File: config.mk
export PLATFORM = sky130hd
export DESIGN_NAME = uart_tx_arbiter_flat
export DESIGN_NICKNAME = d
export VERILOG_FILES = /design/src/rtl/uart_tx_arbiter_if.sv /design/src/rtl/uart_tx_arbiter.sv /design/src/flat_wrapper.sv
export SDC_FILE = /design/constraint.sdc
export NUM_CORES = 1
export LEC_CHECK = 0
export ABC_AREA = 1
export CORE_AREA = 2 2 59 89
export CTS_CLUSTER_DIAMETER = 150
export DETAILED_ROUTE_END_ITERATION = 8
export DIE_AREA = 0 0 61 91
export GPL_TIMING_DRIVEN = 0
export HOLD_SLACK_MARGIN = 0.12
export PLACE_DENSITY = 0.81
export SYNTH_ARGS = -nofsm -noshare
export SYNTH_HDL_FRONTEND = slang
export SYNTH_SLANG_ARGS = --single-unit
File: constraint.sdc
create_clock -name clk -period 5.1 [get_ports clk]
set_clock_uncertainty 0.2 [all_clocks]
set_input_delay 1.02 -clock clk [delete_from_list [all_inputs] [get_ports clk]]
set_output_delay 1.02 -clock clk [all_outputs]
set_load 0.005 [all_outputs]
File: src/rtl/uart_tx_arbiter_if.sv
// Client/TX-core handshake bundle for the UART transmit arbiter.
// master = environment side (requesters + TX core), slave = arbiter.
interface uart_tx_arbiter_if #(
  parameter int NUM_REQ = 4,
  parameter int ID_W    = 2
);
  logic [NUM_REQ-1:0]   req_valid;
  logic [8*NUM_REQ-1:0] req_data;
  logic [NUM_REQ-1:0]   req_ready;
  logic                 tx_start;
  logic [7:0]           tx_data;
  logic                 tx_done;
  logic                 busy;
  logic [ID_W-1:0]      grant_id;
  logic                 timeout_err;

  modport master (
    output req_valid, req_data, tx_done,
    input  req_ready, tx_start, tx_data, busy, grant_id, timeout_err
  );

  modport slave (
    input  req_valid, req_data, tx_done,
    output req_ready, tx_start, tx_data, busy, grant_id, timeout_err
  );
endinterface

File: src/rtl/uart_tx_arbiter.sv
// Round-robin share of one UART TX core; tx_start one cycle after accept, watchdog on tx_done.
// Backpressure: req_ready only in IDLE, so one byte is in flight until done/timeout plus the gap.
module uart_tx_arbiter #(
  parameter int NUM_REQ        = 4,
  parameter int ID_W           = 2,
  parameter int GAP_CYCLES     = 16,
  parameter int TIMEOUT_CYCLES = 100000
) (
  input  logic             clk,
  input  logic             reset,
  uart_tx_arbiter_if.slave bus
);

  localparam int MAX_CNT = (TIMEOUT_CYCLES > GAP_CYCLES) ? TIMEOUT_CYCLES : GAP_CYCLES;
  localparam int CNT_W   = (MAX_CNT < 2) ? 1 : $clog2(MAX_CNT + 1);

  localparam logic [CNT_W-1:0] TO_LAST  = (TIMEOUT_CYCLES > 0) ? CNT_W'(TIMEOUT_CYCLES - 1) : '0;
  localparam logic [CNT_W-1:0] GAP_LAST = (GAP_CYCLES > 0)     ? CNT_W'(GAP_CYCLES - 1)     : '0;

  typedef enum logic [1:0] {
    IDLE      = 2'd0,
    START     = 2'd1,
    WAIT_DONE = 2'd2,
    GAP       = 2'd3
  } state_t;

  state_t          state_q, state_d;
  logic [ID_W-1:0] ptr_q, ptr_d;
  logic [7:0]      tx_data_q, tx_data_d;
  logic [ID_W-1:0] grant_q, grant_d;
  logic [CNT_W-1:0] cnt_q, cnt_d;

  logic            win_found;
  logic [ID_W-1:0] win_idx;
  logic [7:0]      win_data;
  logic [ID_W-1:0] win_next;
  logic            tx_start_c;
  logic            timeout_c;

  function automatic logic [ID_W-1:0] rr_index(input logic [ID_W-1:0] base, input int unsigned off);
    int unsigned s;
    s = 32'(base) + off;
    if (s >= NUM_REQ) s = s - NUM_REQ;
    return ID_W'(s);
  endfunction

  // Priority scan starts at ptr and wraps, so the last winner is served last next time.
  always_comb begin
    win_found = 1'b0;
    win_idx   = '0;
    for (int k = 0; k < NUM_REQ; k++) begin
      if (!win_found && bus.req_valid[rr_index(ptr_q, k)]) begin
        win_found = 1'b1;
        win_idx   = rr_index(ptr_q, k);
      end
    end
  end

  assign win_data = bus.req_data[{win_idx, 3'b000} +: 8];
  assign win_next = (win_idx == ID_W'(NUM_REQ - 1)) ? '0 : win_idx + 1'b1;

  always_ff @(posedge clk) begin
    if (!reset) begin
      state_q   <= IDLE;
      ptr_q     <= '0;
      tx_data_q <= '0;
      grant_q   <= '0;
      cnt_q     <= '0;
    end else begin
      state_q   <= state_d;
      ptr_q     <= ptr_d;
      tx_data_q <= tx_data_d;
      grant_q   <= grant_d;
      cnt_q     <= cnt_d;
    end
  end

  always_comb begin
    state_d    = state_q;
    ptr_d      = ptr_q;
    tx_data_d  = tx_data_q;
    grant_d    = grant_q;
    cnt_d      = cnt_q;
    tx_start_c = 1'b0;
    timeout_c  = 1'b0;

    case (state_q)
      IDLE: begin
        if (win_found) begin
          tx_data_d = win_data;
          grant_d   = win_idx;
          ptr_d     = win_next;
          state_d   = START;
        end
      end

      START: begin
        tx_start_c = 1'b1;
        cnt_d      = '0;
        state_d    = WAIT_DONE;
      end

      // A done pulse on the expiry cycle takes priority over the watchdog.
      WAIT_DONE: begin
        if (bus.tx_done || (TIMEOUT_CYCLES != 0 && cnt_q == TO_LAST)) begin
          timeout_c = !bus.tx_done;
          cnt_d     = '0;
          state_d   = (GAP_CYCLES == 0) ? IDLE : GAP;
        end else begin
          cnt_d = cnt_q + 1'b1;
        end
      end

      GAP: begin
        if (cnt_q == GAP_LAST) begin
          cnt_d   = '0;
          state_d = IDLE;
        end else begin
          cnt_d = cnt_q + 1'b1;
        end
      end

      default: state_d = IDLE;
    endcase
  end

  assign bus.req_ready   = (state_q == IDLE && win_found) ? (NUM_REQ'(1) << win_idx) : '0;
  assign bus.tx_start    = tx_start_c;
  assign bus.timeout_err = timeout_c;
  assign bus.tx_data     = tx_data_q;
  assign bus.grant_id    = grant_q;
  assign bus.busy        = (state_q != IDLE);

endmodule

File: src/flat_wrapper.sv
// flat-port wrapper written by rule: the top's interface ports become plain ports
module uart_tx_arbiter_flat 
#(
  parameter int NUM_REQ        = 4,
  parameter int ID_W           = 2,
  parameter int GAP_CYCLES     = 16,
  parameter int TIMEOUT_CYCLES = 100000
)
  (clk, reset, bus_req_valid, bus_req_data, bus_tx_done, bus_req_ready, bus_tx_start, bus_tx_data, bus_busy, bus_grant_id, bus_timeout_err);
  uart_tx_arbiter_if #(.NUM_REQ(NUM_REQ), .ID_W(ID_W)) bus_i ();
  input  logic clk;
  input  logic reset;
  input wire logic [$bits(bus_i.req_valid)-1:0] bus_req_valid;
  input wire logic [$bits(bus_i.req_data)-1:0] bus_req_data;
  input wire logic [$bits(bus_i.tx_done)-1:0] bus_tx_done;
  output wire logic [$bits(bus_i.req_ready)-1:0] bus_req_ready;
  output wire logic [$bits(bus_i.tx_start)-1:0] bus_tx_start;
  output wire logic [$bits(bus_i.tx_data)-1:0] bus_tx_data;
  output wire logic [$bits(bus_i.busy)-1:0] bus_busy;
  output wire logic [$bits(bus_i.grant_id)-1:0] bus_grant_id;
  output wire logic [$bits(bus_i.timeout_err)-1:0] bus_timeout_err;
  assign bus_i.req_valid = bus_req_valid;
  assign bus_i.req_data = bus_req_data;
  assign bus_i.tx_done = bus_tx_done;
  assign bus_req_ready = bus_i.req_ready;
  assign bus_tx_start = bus_i.tx_start;
  assign bus_tx_data = bus_i.tx_data;
  assign bus_busy = bus_i.busy;
  assign bus_grant_id = bus_i.grant_id;
  assign bus_timeout_err = bus_i.timeout_err;
  uart_tx_arbiter #(.NUM_REQ(NUM_REQ), .ID_W(ID_W), .GAP_CYCLES(GAP_CYCLES), .TIMEOUT_CYCLES(TIMEOUT_CYCLES)) u_core (.clk(clk), .reset(reset), .bus(bus_i));
endmodule
Word-level counts from Yosys, hierarchy flattened
Cells that the tools add are included.
{ "totals": {"register_bits": 31, "inputBits": 39, "out_inout_bits": 17, "word_cells": 79} }
{ "classes": {"addsub": 9, "order_cmp": 8, "n_eq_ne": 9, "n_shift": 2, "muxes": 32, "reduce_logical": 14} }
{ "op_table": {"columns": ["operator", "count"], "rows": [
  ["17-bit case mux with 3 select lines", 1],
  ["17-bit two-way mux", 2],
  ["32-bit by 6-bit variable part select with 8-bit output", 1],
  ["2-bit two-way mux", 12],
  ["17-bit by 1-bit adder with 17-bit output (second input constant)", 1],
  ["17-bit equality test (second input constant)", 1],
  ["17-bit by 4-bit equality test with 1-bit output (second input constant)", 1],
  ["2-bit by 3-bit < comparator with 1-bit output (second input constant)", 4],
  ["1-bit two-way mux", 11],
  ["3-bit greater-or-equal comparator (second input constant)", 3],
  ["1-bit binary-select mux with 2-bit select", 4],
  ["2-bit case mux with 4 select lines", 1],
  ["2-bit by 1-bit subtractor with 2-bit output (second input constant)", 4],
  ["2-bit by 2-bit adder with 3-bit output (second input constant)", 2],
  ["2-bit equality test (second input constant)", 3],
  ["2-bit by 1-bit != test with 1-bit output (second input constant)", 3],
  ["1-bit logical AND", 4],
  ["1-bit zero test", 4],
  ["4-bit two-way mux", 1],
  ["1-bit by 2-bit left shift with 4-bit output (first input constant)", 1],
  ["2-bit by 1-bit adder with 3-bit output (second input constant)", 1],
  ["2-bit by 3-bit greater-or-equal comparator with 1-bit output (second input constant)", 1],
  ["3-bit AND reduction", 1],
  ["3-bit nonzero test", 1],
  ["6 further kinds", 6]
]} }

Depth between registers and ports, before layout
Gate-level depths: netlist of run 1.
{ "depth": {"depth_word": 16, "ltp_mapped": 16} }

Least setup slack after synthesis of run 1
No wires, ideal clock.
{ "synth_path": {"path_type": "input to output", "start": "input bus_req_valid[3]", "end": "output bus_req_ready[0]", "arrival_ns": 2.134, "required_time_ns": 3.880, "setup_slack_ns": 1.746, "path_stages": 11, "path_buffers": 1, "path_cell_list": "inv_1 nand2_1 nand3_1 nand2_2 nor2_8 nand3_4 nand3_4 buf_6 ha_1 inv_1 nor2_1"} }
{ "synth_via": {"elab_chain_len": 14} }
{ "synth_rtl": {"columns": ["element", "line_no", "source"], "rows": [
  ["start: declaration", "flat_wrapper.sv:13", "input wire logic [$bits(bus_i.req_valid)-1:0] bus_req_valid;"],
  ["1-bit binary-select mux with 2-bit select", "uart_tx_arbiter.sv:52", "if (!win_found && bus.req_valid[rr_index(ptr_q, k)]) begin"],
  ["1-bit two-way mux (not written as such)", "uart_tx_arbiter.sv:52", null],
  ["1-bit two-way mux", "uart_tx_arbiter.sv:52", null],
  ["1-bit zero test", "uart_tx_arbiter.sv:52", null],
  ["1-bit logical AND", "uart_tx_arbiter.sv:52", null],
  ["1-bit two-way mux", "uart_tx_arbiter.sv:52", null],
  ["1-bit zero test", "uart_tx_arbiter.sv:52", null],
  ["1-bit logical AND", "uart_tx_arbiter.sv:52", null],
  ["1-bit two-way mux", "uart_tx_arbiter.sv:52", null],
  ["1-bit zero test", "uart_tx_arbiter.sv:52", null],
  ["1-bit logical AND", "uart_tx_arbiter.sv:52", null],
  ["2-bit two-way mux / 1-bit two-way mux (equally long branches)", "uart_tx_arbiter.sv:52", null],
  ["1-bit by 2-bit left shift with 4-bit output / 1-bit logical AND (equally long branches)", "uart_tx_arbiter.sv:127", "assign bus.req_ready = (state_q == IDLE && win_found) ? (NUM_REQ'(1) << win_idx) : '0;"],
  ["4-bit two-way mux *", "uart_tx_arbiter.sv:127", null],
  ["end: declaration", "flat_wrapper.sv:16", "output wire logic [$bits(bus_i.req_ready)-1:0] bus_req_ready;"]
]} }
Mark *: on every way between the ends. The rest lies on a longest branch, timed or not. The select of a mux whose other input is x is not followed.

Worst setup path in the final report of run 1
{ "layout_path": {"start": "input bus_req_valid[1]", "end": "output bus_req_ready[0]"} }
Same word-level chain as after synthesis.

==> flow_summary.rst, run 1 <==
.. list-table::
   :header-rows: 1

   * - Metric
     - Value
   * - First-pass GRT wire length
     - 10600 um
   * - Total of flip-flops plus latches after synthesis
     - 31
   * - Height of the die
     - 91 um
   * - Worst slew pin tran
     - 0.491 ns
   * - Startpoint type of the worst setup path
     - input port
   * - Relative max-transition margin
     - 67.2%
   * - Capturing element type of the critical path
     - primary output
   * - Vias per cell
     - 5.12
   * - Most common library cell in the layout ignoring fill and taps
     - nand2_1
   * - Number of buffers added on ports
     - 54
   * - Setup slack at placement
     - 0.639 ns
   * - Post-layout power
     - 1490 uW
   * - CTS tree
     - yes
   * - Power density over the cells
     - 488 nW/um2
   * - Drt pass-1 iters
     - 4
   * - Final critical-path setup slack
     - 0.623 ns
   * - Antenna Diode Count
     - 0
   * - Post-CTS Setup Inserts
     - 0
   * - Post-synth EDFFs
     - 0
   * - Number of buffers inserted by hold repair at cts
     - 0
   * - Number of instances resized during post-cts repair
     - 0
   * - Count of mapped cells out of synthesis
     - 390
   * - Share of synthesized registers carrying an async set or reset
     - 0%
   * - Leak pwr
     - 0.00140 uW
   * - Hold Vio Cnt, Final
     - 0
   * - Yosys cell types
     - 29
   * - Total setup violations reported at the end of the flow
     - 0
   * - P&R area growth vs syn
     - 31.1%
   * - Antenna violations before repair
     - 0
   * - Placed instance count
     - 510
   * - X dimension of the die
     - 61 um
   * - Routed length per instance
     - 12.0 um
   * - Final count of pins violating max slew
     - 0
   * - Clock transition at the registers of the reported paths
     - 0.07 ns
   * - RSZ-0062 raised after global routing
     - no
   * - Number of top-level design ports
     - 56
   * - Maximum achievable frequency
     - 223 MHz
   * - Share of layout cells above drive strength 1
     - 6.64%
   * - Worst hold slack after final layout
     - 0.269 ns
   * - Worst EP arrival
     - 3.26 ns
   * - Worst setup path class
     - input port to primary output
   * - Later-pin clock latency in the skew report
     - 0.28 ns
   * - Sum of negative setup slack
     - 0 ns
   * - Most frequent cells in the layout
     - 135 x nand2_1, 54 x clkdlybuf4s50_1, 51 x inv_1, 43 x nand3_1, 31 x dfxtp_1
   * - Detailed Route Iter0 Violations
     - 140
   * - Effective utilization at floorplan
     - 48.8%
   * - Maximum buffer depth of the clock tree
     - 2
   * - Final GP Congestion
     - 0.988
   * - Core area
     - 4770 um2
   * - Minimum period implied by the final worst setup slack
     - 4.48 ns
   * - GR Overflow Total
     - 0
   * - Prevailing post-synth register cell
     - dfxtp_1
   * - Remaining antenna violation count after routing
     - 0
   * - Syn nets
     - 439
   * - Post-route clock period utilization
     - 87.8%
   * - Number of design rule violations left after detail routing
     - 0
   * - Area of the die
     - 5550 um2
   * - Final wirelength
     - 6220 um
   * - Class of the most critical hold timing path
     - register to register
   * - Rows
     - 31
   * - Root Driver
     - clkbuf_8
   * - Number of max-capacitance violations reported
     - 0
   * - Final HPWL DP
     - 4880 um
   * - Number of buffers added by the clock tree synthesis step
     - 5
   * - Largest net degree at the start of global routing
     - 12
   * - Sink Count
     - 31
   * - Number of global-route vias before repair
     - 2583
   * - Yosys synthesis warning count
     - 0
   * - CTS HTree Levels
     - 2
   * - Finished Layout Cells
     - 518
   * - Total Nets Final
     - 500
   * - Mapped cell area
     - 2330 um2
   * - Mapped Avg Cell Area
     - 5.96 um2
   * - Result of the run
     - completed
   * - Number of vias after detailed routing
     - 2653
   * - All-layer global routing usage
     - 24.4%
   * - Share of the yosys chip area belonging to registers
     - 26.7%
   * - Worst path required time
     - 3.88 ns
   * - Largest driver fanout on the critical path
     - 11
   * - Peak supply drop
     - 0.000382 V
registers in the layout, indices dropped and copies added, names as in the netlist:
register / count
u_core.state_q: 2
u_core.cnt_q: 17
u_core.bus.tx_data: 8
u_core.ptr_q: 2
u_core.bus.grant_id: 2
power by group:
group          internal (uW)  switching [uW]
clock                    123            97.8
combinational            377             580
sequential               282            27.3
total                    783             705
worst max-delay path, cell delays in order:
cell,delay (ns)
clkdlybuf4s50_1,0.42
inv_1,0.08
nand2_1,0.07
nand3_1,0.12
nand2_2,0.12
nor2_8,0.16
nand3_4,0.14
nand3_4,0.16
buf_6,0.16
ha_1,0.15
inv_1,0.04
nor2_1,0.11
clkdlybuf4s50_1,0.51
area by class of cell:
type,instances,area (um2)
Inverter,54,203
Fill cell,492,1720
Sequential cell,31,621
Tap cell,66,82.6
Multi-Input combinational cell,293,1430
Clock buffer,8,100
Buffer,12,70.1
Timing Repair Buffer,54,541
logic make-up after synthesis:
| logic type | share of synthesized area (%) |
|---|---|
| compound gates | 8.34 |
| xor+xnor | 0.753 |
| fa+ha+maj | 5.38 |
| buf+inv | 11.7 |
| flops | 26.7 |
| simple gates | 47.1 |
routing by layer:
layer,track usage (%),wire (um),part of all wire (%),vias up
li1,-,-,-,1356
met1,24.6,2420,39,1206
met2,45.5,3340,54,78
met3,6.13,313,5.0,13
met4,8.51,140,2.3,0
met5,0,0,0,-
through the flow:
step                      area, um2  util [%]
after floorplan                2330         -
after global placement         2950      61.8
after detailed placement       2950      61.8
after CTS                      3050      63.9
after global routing           3050      63.9
final                          3050      63.9
Yosys cell counts (3+ instances only):
cell | instances | share of area, %
inv_1 | 51 | 8.2
nand4_1 | 13 | 3.5
nor3_1 | 7 | 1.5
inv_2 | 3 | 0.48
clkbuf_1 | 6 | 0.97
dfxtp_1 | 31 | 27
nor2_1 | 29 | 4.7
o21ai_0 | 12 | 2.6
nand2_2 | 6 | 1.6
ha_1 | 10 | 5.4
nand3_1 | 43 | 9.3
a21oi_1 | 22 | 4.7
nand2_1 | 135 | 22
final timing paths:
kind	startpoint	endpoint	slack, ns	depth (start not counted)
worst max-delay path	bus_req_valid[1]	bus_req_ready[0]	0.62	13
worst min-delay path	u_core.cnt_q[15]	u_core.cnt_q[15]	0.27	2
worst max register to register	u_core.cnt_q[0]	u_core.cnt_q[11]	2.73	11
worst min register to register	u_core.cnt_q[15]	u_core.cnt_q[15]	0.27	2
No activity file was read; power rests on OpenSTA's default activity.
==> run 2, diff against run 1 <==
--- a/config.mk
+++ b/config.mk
@@ -6,13 +6,15 @@
 export NUM_CORES = 1
 export LEC_CHECK = 0
 export ABC_AREA = 1
-export CORE_AREA = 2 2 59 89
+export CORE_AREA = 2 2 70 105
 export CTS_CLUSTER_DIAMETER = 150
 export DETAILED_ROUTE_END_ITERATION = 8
-export DIE_AREA = 0 0 61 91
+export DIE_AREA = 0 0 72 107
 export GPL_TIMING_DRIVEN = 0
 export HOLD_SLACK_MARGIN = 0.12
-export PLACE_DENSITY = 0.81
+export PLACE_DENSITY = 0.62
+export REMOVE_ABC_BUFFERS = 1
 export SYNTH_ARGS = -nofsm -noshare
 export SYNTH_HDL_FRONTEND = slang
 export SYNTH_SLANG_ARGS = --single-unit
+export TNS_END_PERCENT = 5
==> run 2 against run 1 <==
Critical path depth is the same. Worst hold slack lost 0.0031 ns. Final area shrank 1.9%. Die area up 39%. Power shrank 5.0%. Core utilization shrank 20 points. Critical path type unchanged. Sequential power increased by 1%. Global-route usage shrank 7.4 points. First-iteration DRC count is 5.7% lower. Maximum frequency decreased by 4.3%. Non-clock buffer count fell by 11. Critical endpoint is now bus_req_ready[3].
==> flow_summary.rst, run 2 (synthesis gave the netlist of run 1 again) <==
.. list-table::
   :header-rows: 1

   * - Metric
     - Value
   * - Number of buffers added by the clock tree synthesis step
     - 5
   * - Area of the die
     - 7700 um2
   * - Finished Cell Area
     - 2990 um2
   * - Share of layout cells above drive strength 1
     - 5.45%
   * - Origin of the worst setup path
     - bus_req_valid[1]
   * - Startpoint type of the worst setup path
     - input port
   * - Largest register by flop count
     - u_core.cnt_q
   * - P&R area growth vs syn
     - 28.6%
   * - Height of the die
     - 107 um
   * - Routed length per instance
     - 11.9 um
   * - Number of cells on the critical path
     - 13
   * - Relative max-transition margin
     - 30.8%
   * - Root Driver
     - clkbuf_8
   * - Minimum period implied by the final worst setup slack
     - 4.68 ns
   * - Power dissipated by switching net loads
     - 689 uW
   * - Antenna violations before repair
     - 0
   * - Cell family contributing the most delay on the critical path
     - buffers and inverters
   * - Post-CTS Setup Inserts
     - 0
   * - Sink Count
     - 31
   * - Cells along the critical path
     - clkdlybuf4s50_1 > inv_1 > nand2_1 > nand3_1 > nand2_2 > nor2_8 > nand3_4 > nand3_4 > inv_1 > ha_1 > inv_1 > nor2_1 > clkdlybuf4s50_1
   * - Clock transition at the registers of the reported paths
     - 0.07 ns
   * - Worst min-delay path startpoint
     - u_core.cnt_q[15]
   * - Most common library cell in the layout ignoring fill and taps
     - nand2_1
   * - Effective utilization at floorplan
     - 34.2%
   * - Sum of negative setup slack
     - 0 ns
   * - Rows
     - 37
   * - GR Overflow Total
     - 0
   * - Minimum setup slack among reg-to-reg paths
     - 2.37 ns
   * - Number of design rule violations left after detail routing
     - 0
   * - Hold path endpoint
     - u_core.cnt_q[15]
   * - Drt pass-1 iters
     - 4
   * - Number of buffers inserted by hold repair at cts
     - 0
   * - Capturing element type of the critical path
     - primary output
   * - CTS tree
     - yes
   * - Later-pin clock latency in the skew report
     - 0.29 ns
   * - RSZ-0062 raised after global routing
     - no
   * - Worst hold slack after final layout
     - 0.266 ns
   * - Worst setup path class
     - input port to primary output
   * - Largest stage delay on the critical path
     - 0.54 ns
   * - Final wirelength
     - 6180 um
   * - Total setup violations reported at the end of the flow
     - 0
   * - Worst EP arrival
     - 3.46 ns
   * - Power density over the cells
     - 472 nW/um2
   * - Post-route clock period utilization
     - 91.7%
   * - Number of buffers added on ports
     - 55
   * - Hold Vio Cnt, Final
     - 0
   * - Detailed Route Iter0 Violations
     - 132
   * - Number of top-level design ports
     - 56
   * - Final HPWL DP
     - 4640 um
   * - Internal
     - 724 uW
   * - Result of the run
     - completed
   * - Total Nets Final
     - 489
   * - Final GP Congestion
     - 0.817
   * - Combinational share of power
     - 63.3%
   * - Worst Reg-to-Reg Cells
     - 12
   * - Endpoint of the worst register-to-register path
     - u_core.ptr_q[1]
   * - Area post-placement
     - 2900 um2
   * - Antenna Diode Count
     - 0
   * - Largest net degree at the start of global routing
     - 23
   * - Sequential share of power
     - 22.2%
   * - Class of the most critical hold timing path
     - register to register
   * - Remaining antenna violation count after routing
     - 0
   * - Number of instances resized during post-cts repair
     - 0
   * - First-pass GRT wire length
     - 10400 um
   * - Slowest cell on the critical path
     - clkdlybuf4s50_1
   * - Final count of pins violating max slew
     - 0
   * - Most frequent cells in the layout
     - 135 x nand2_1, 55 x clkdlybuf4s50_1, 51 x inv_1, 43 x nand3_1, 31 x dfxtp_1
   * - CTS HTree Levels
     - 2
   * - Post-layout power
     - 1410 uW
   * - Worst reg2reg path startpoint
     - u_core.ptr_q[0]
   * - Maximum achievable frequency
     - 214 MHz
   * - Critical Path Most Common Cell
     - inv_1
   * - Maximum buffer depth of the clock tree
     - 2
   * - Leak pwr
     - 0.00136 uW
   * - Number of global-route vias before repair
     - 2326
   * - Portion of total power attributed to the clock network
     - 14.5%
   * - Peak supply drop
     - 0.000331 V
   * - X dimension of the die
     - 72 um
   * - Worst path required time
     - 3.88 ns
   * - Depth of the worst hold-timing path
     - 2
   * - Largest driver fanout on the critical path
     - 19
   * - Number of vias after detailed routing
     - 2501
   * - All-layer global routing usage
     - 17.0%
   * - Worst slew pin tran
     - 1.03 ns
   * - CP bufs+invs
     - 5
   * - Vias per cell
     - 4.83
   * - Largest register FFs
     - 17
   * - Number of max-capacitance violations reported
     - 0
   * - Core area
     - 6810 um2
   * - Switching share of total power
     - 48.7%
==> run 2: area by class of cell <==
cell class	instances	area, um2
clock buffer	6	82.6
clock inverter	1	5.00
fill	739	3810
inverter	54	203
multi-input combinational	293	1430
sequential	31	621
tap	78	97.6
timing repair buffer	55	551
==> run 2: power groups by stage <==
stage / clock network (uW) / registers [uW] / logic (uW)
final: 205 / 313 / 895
after global routing: 223 / 318 / 1030
after CTS: 209 / 313 / 914
after detailed placement: 0 / 318 / 911
after global placement: 0 / 318 / 901
after floorplan: 0 / 315 / 607
==> run 2: stage by stage <==
stage | worst slack (ns) | util [%] | std cells
after global routing | 0.215 | 44.0 | 518
after global placement | 0.440 | 42.7 | 511
final | 0.424 | 44.0 | 518
after detailed placement | 0.405 | 42.7 | 511
after floorplan | 1.64 | - | 378
after CTS | 0.389 | 44.0 | 518
==> run 2: worst max-delay path by stage <==
stage,to,slack (ns)
final,bus_req_ready[3],0.42
after global routing,bus_req_ready[3],0.21
after CTS,bus_req_ready[3],0.39
after detailed placement,bus_req_ready[3],0.41
after global placement,bus_req_ready[3],0.44
after floorplan,bus_req_ready[1],1.64
==> run 2: worst register-to-register path: cells and delay by family, from the launching register on <==
family          cells  cell delay [ns]
simple gates        7             1.01
flops               1             0.56
buf+inv             2             0.32
fa+ha+maj           1             0.30
compound gates      2             0.22
==> run 2: routing by layer <==
metal  track usage [%]  vias up  routed length (um)
met5                 0        -                   0
met4              4.99        0                  71
met3              3.20        5                 189
met2              31.7       44                3320
met1              19.0     1112                2600
li1                  -     1340                   -
==> RTL change: new RTL, config.mk and constraints of run 2 <==
`NUM_REQ` is set to 4 in 3 places; all go to 8.
--- a/src/rtl/uart_tx_arbiter_if.sv
+++ b/src/rtl/uart_tx_arbiter_if.sv
@@ -3,3 +3,3 @@
 interface uart_tx_arbiter_if #(
-  parameter int NUM_REQ = 4,
+  parameter int NUM_REQ = 8,
   parameter int ID_W    = 2
--- a/src/rtl/uart_tx_arbiter.sv
+++ b/src/rtl/uart_tx_arbiter.sv
@@ -3,3 +3,3 @@
 module uart_tx_arbiter #(
-  parameter int NUM_REQ        = 4,
+  parameter int NUM_REQ        = 8,
   parameter int ID_W           = 2,
--- a/src/flat_wrapper.sv
+++ b/src/flat_wrapper.sv
@@ -3,3 +3,3 @@
 #(
-  parameter int NUM_REQ        = 4,
+  parameter int NUM_REQ        = 8,
   parameter int ID_W           = 2,
Interface: changed (resized bus_req_data, bus_req_ready and bus_req_valid); port bits go from 56 to 96. The function was not compared with the original's and may differ.
==> RTL change against run 2 <==
  * Maximum frequency shrank 2.4%
  * Sequential power up 6.4%
  * Count of clock-buffer cells in the layout unchanged
  * Combinational power increased by 11%
  * Wire length shrank 5.4%
  * Total power up 7.9%
  * Setup slack worse by 0.11 ns
  * Global-route usage is 0.91 points lower
  * Design area is 0.75% higher
  * Critical path depth rose by 1
  * Sequential cell count did not move
  * Area after synthesis grew 2.9%
  * Final cell count grew 2.9%
  * First-iteration DRC count shrank 37%
  * Largest cell class unchanged
  * Highest routed layer unchanged
==> RTL change: results (changes against run 2) <==
The share of cells above drive strength 1 was 5.49% (+0.040 points); the largest fanout of any net on the critical path was 12 (-7). The mean routed wirelength per cell was 11.0 um (-8.1%); the largest voltage drop on the vdd net was 0.273 mV (-17%). The run finished with clean final reports. The HPWL after detailed placement was 4.33 mm (-6.8%); the internal power of the cells was 0.000770 W (+6.3%).

The number of distinct library cells after synthesis is 31 (+6.9%), and the slew at the pin closest to its max-slew limit is 0.838 ns (-0.195 ns). Yosys attributes the largest share of cell area to sky130_fd_sc_hd__dfxtp_1, sky130_fd_sc_hd__nand2_1, sky130_fd_sc_hd__nand3_1. The total global-route track usage was 16.1% (-0.91 points); the final weighted congestion of routability-driven global placement was 0.885 (+8.3%). The count of input and output buffers is 55 (unchanged), and the net total in the final layout is 536 (+9.6%).

The logs give 0.29 ns (about the same) for the clock network latency to the later pin of the worst-skew pair and 5 (+1) for the first-pass iteration count of the detailed router. The run gives 30.3% (-1.4 points) as the met2 track utilization from global routing. The arithmetic-cell share of the synthesized area counting full adders, half adders and majority gates was 3.66% (-1.7 points); the fraction of the mapped netlist area in compound gates was 8.47% (+0.13 points).

By count the netlist is led by sky130_fd_sc_hd__nand2_1, sky130_fd_sc_hd__inv_1, sky130_fd_sc_hd__nand3_1. The logs give 10.1 mm (-2.6%) for the global-route wire length before repair and 17.1% (-2.0 points) for the global-route track usage on met1. Number of vias per cell after detailed routing: 4.76 (-1.3%). The XOR/XNOR share of the synthesized area is 0.366% (-0.39 points), and the length of routed met3 wiring is 307 um (+62%). The number of global-route vias before repair is 2414 (+3.8%). Cell count after placement: 525 (+2.7%). The run gives 3.57 ns (+0.11 ns) as the arrival time at the worst endpoint. The synthesized netlist cell count is 407 (+4.4%).

The logs give 24 (+4.3%) for the pin count of the biggest net entering global routing and 25.9% (-0.74 points) for the share of the yosys chip area belonging to registers. The static power due to leakage came out at 1.45 nW (+6.6%). The met2 wire length was 3.09 mm (-7.1%); the met3 layer usage reported by global route was 3.20% (unchanged).

The run gives 2.36 mm (-9.0%) as the routed length on met1. The number of antenna violations at the first check in global routing was 0 (unchanged).
==> RTL change: final timing paths <==
| kind | startpoint | end | slack [ns] | depth (start not counted) |
|---|---|---|---|---|
| worst min register to register | u_core.cnt_q[10] | u_core.cnt_q[10] | 0.28 | 2 |
| worst max register to register | u_core.ptr_q[0] | u_core.ptr_q[1] | 2.23 | 13 |
| worst min-delay path | u_core.cnt_q[10] | u_core.cnt_q[10] | 0.28 | 2 |
| worst max-delay path | bus_req_valid[3] | bus_req_ready[3] | 0.31 | 14 |
==> RTL change: stage by stage <==
| stage | hold slack (ns) | area [um^2] | setup slack (ns) |
|---|---|---|---|
| 6_report | 0.282 | 3010 | 0.311 |
| 5_1_grt | 0.306 | 3010 | 0.0896 |
| 4_1_cts | 0.284 | 3010 | 0.0112 |
| 3_5_place_dp | 0.274 | 2920 | 0.0341 |
| 3_3_place_gp | 0.268 | 2920 | 0.0586 |
| 2_1_floorplan | 0.254 | 2280 | 1.48 |
==> RTL change: cells by family after synthesis <==
| logic type | Yosys count |
|---|---|
| xor+xnor | 1 |
| simple gates | 235 |
| buf+inv | 95 |
| flops | 31 |
| fa+ha+maj | 7 |
| compound gates | 37 |
| other cells | 1 |
==> RTL change: power groups by stage <==
stage	Combinational, W	Clock, W	Sequential [W]
floorplan	0.000675	0	0.000334
global placement	0.000991	0	0.000338
global route	0.00113	0.000212	0.000341
CTS	0.00100	0.000199	0.000335
detailed placement	0.000996	0	0.000340
finish	0.000997	0.000193	0.000333
==> RTL change: worst max-delay path: stages <==
cell	delay, ns
sky130_fd_sc_hd__clkdlybuf4s50_1	0.50
sky130_fd_sc_hd__nand2_1	0.06
sky130_fd_sc_hd__nand2_1	0.11
sky130_fd_sc_hd__nand2_1	0.08
sky130_fd_sc_hd__nand2_2	0.10
sky130_fd_sc_hd__nor2_4	0.05
sky130_fd_sc_hd__nand2_1	0.09
sky130_fd_sc_hd__nor2_1	0.05
sky130_fd_sc_hd__nor2_2	0.47
sky130_fd_sc_hd__inv_2	0.24
sky130_fd_sc_hd__ha_1	0.26
sky130_fd_sc_hd__inv_1	0.05
sky130_fd_sc_hd__nor2_1	0.04
sky130_fd_sc_hd__clkdlybuf4s50_1	0.45
==> RTL change: timing repair <==
| item | in CTS | in global routing |
|---|---|---|
| gates resized for setup | 0 | 1 |
| setup endpoints to repair | 0 | 4 |
| buffers inserted | 0 | 0 |
==> RTL change: area by class of cell <==
type / count / area, um^2
Clock buffer: 6 / 72.6
Clock inverter: 2 / 12.5
Fill cell: 744 / 3790
Inverter: 77 / 289
Multi-Input combinational cell: 284 / 1370
Sequential cell: 31 / 621
Tap cell: 78 / 97.6
Timing Repair Buffer: 55 / 551
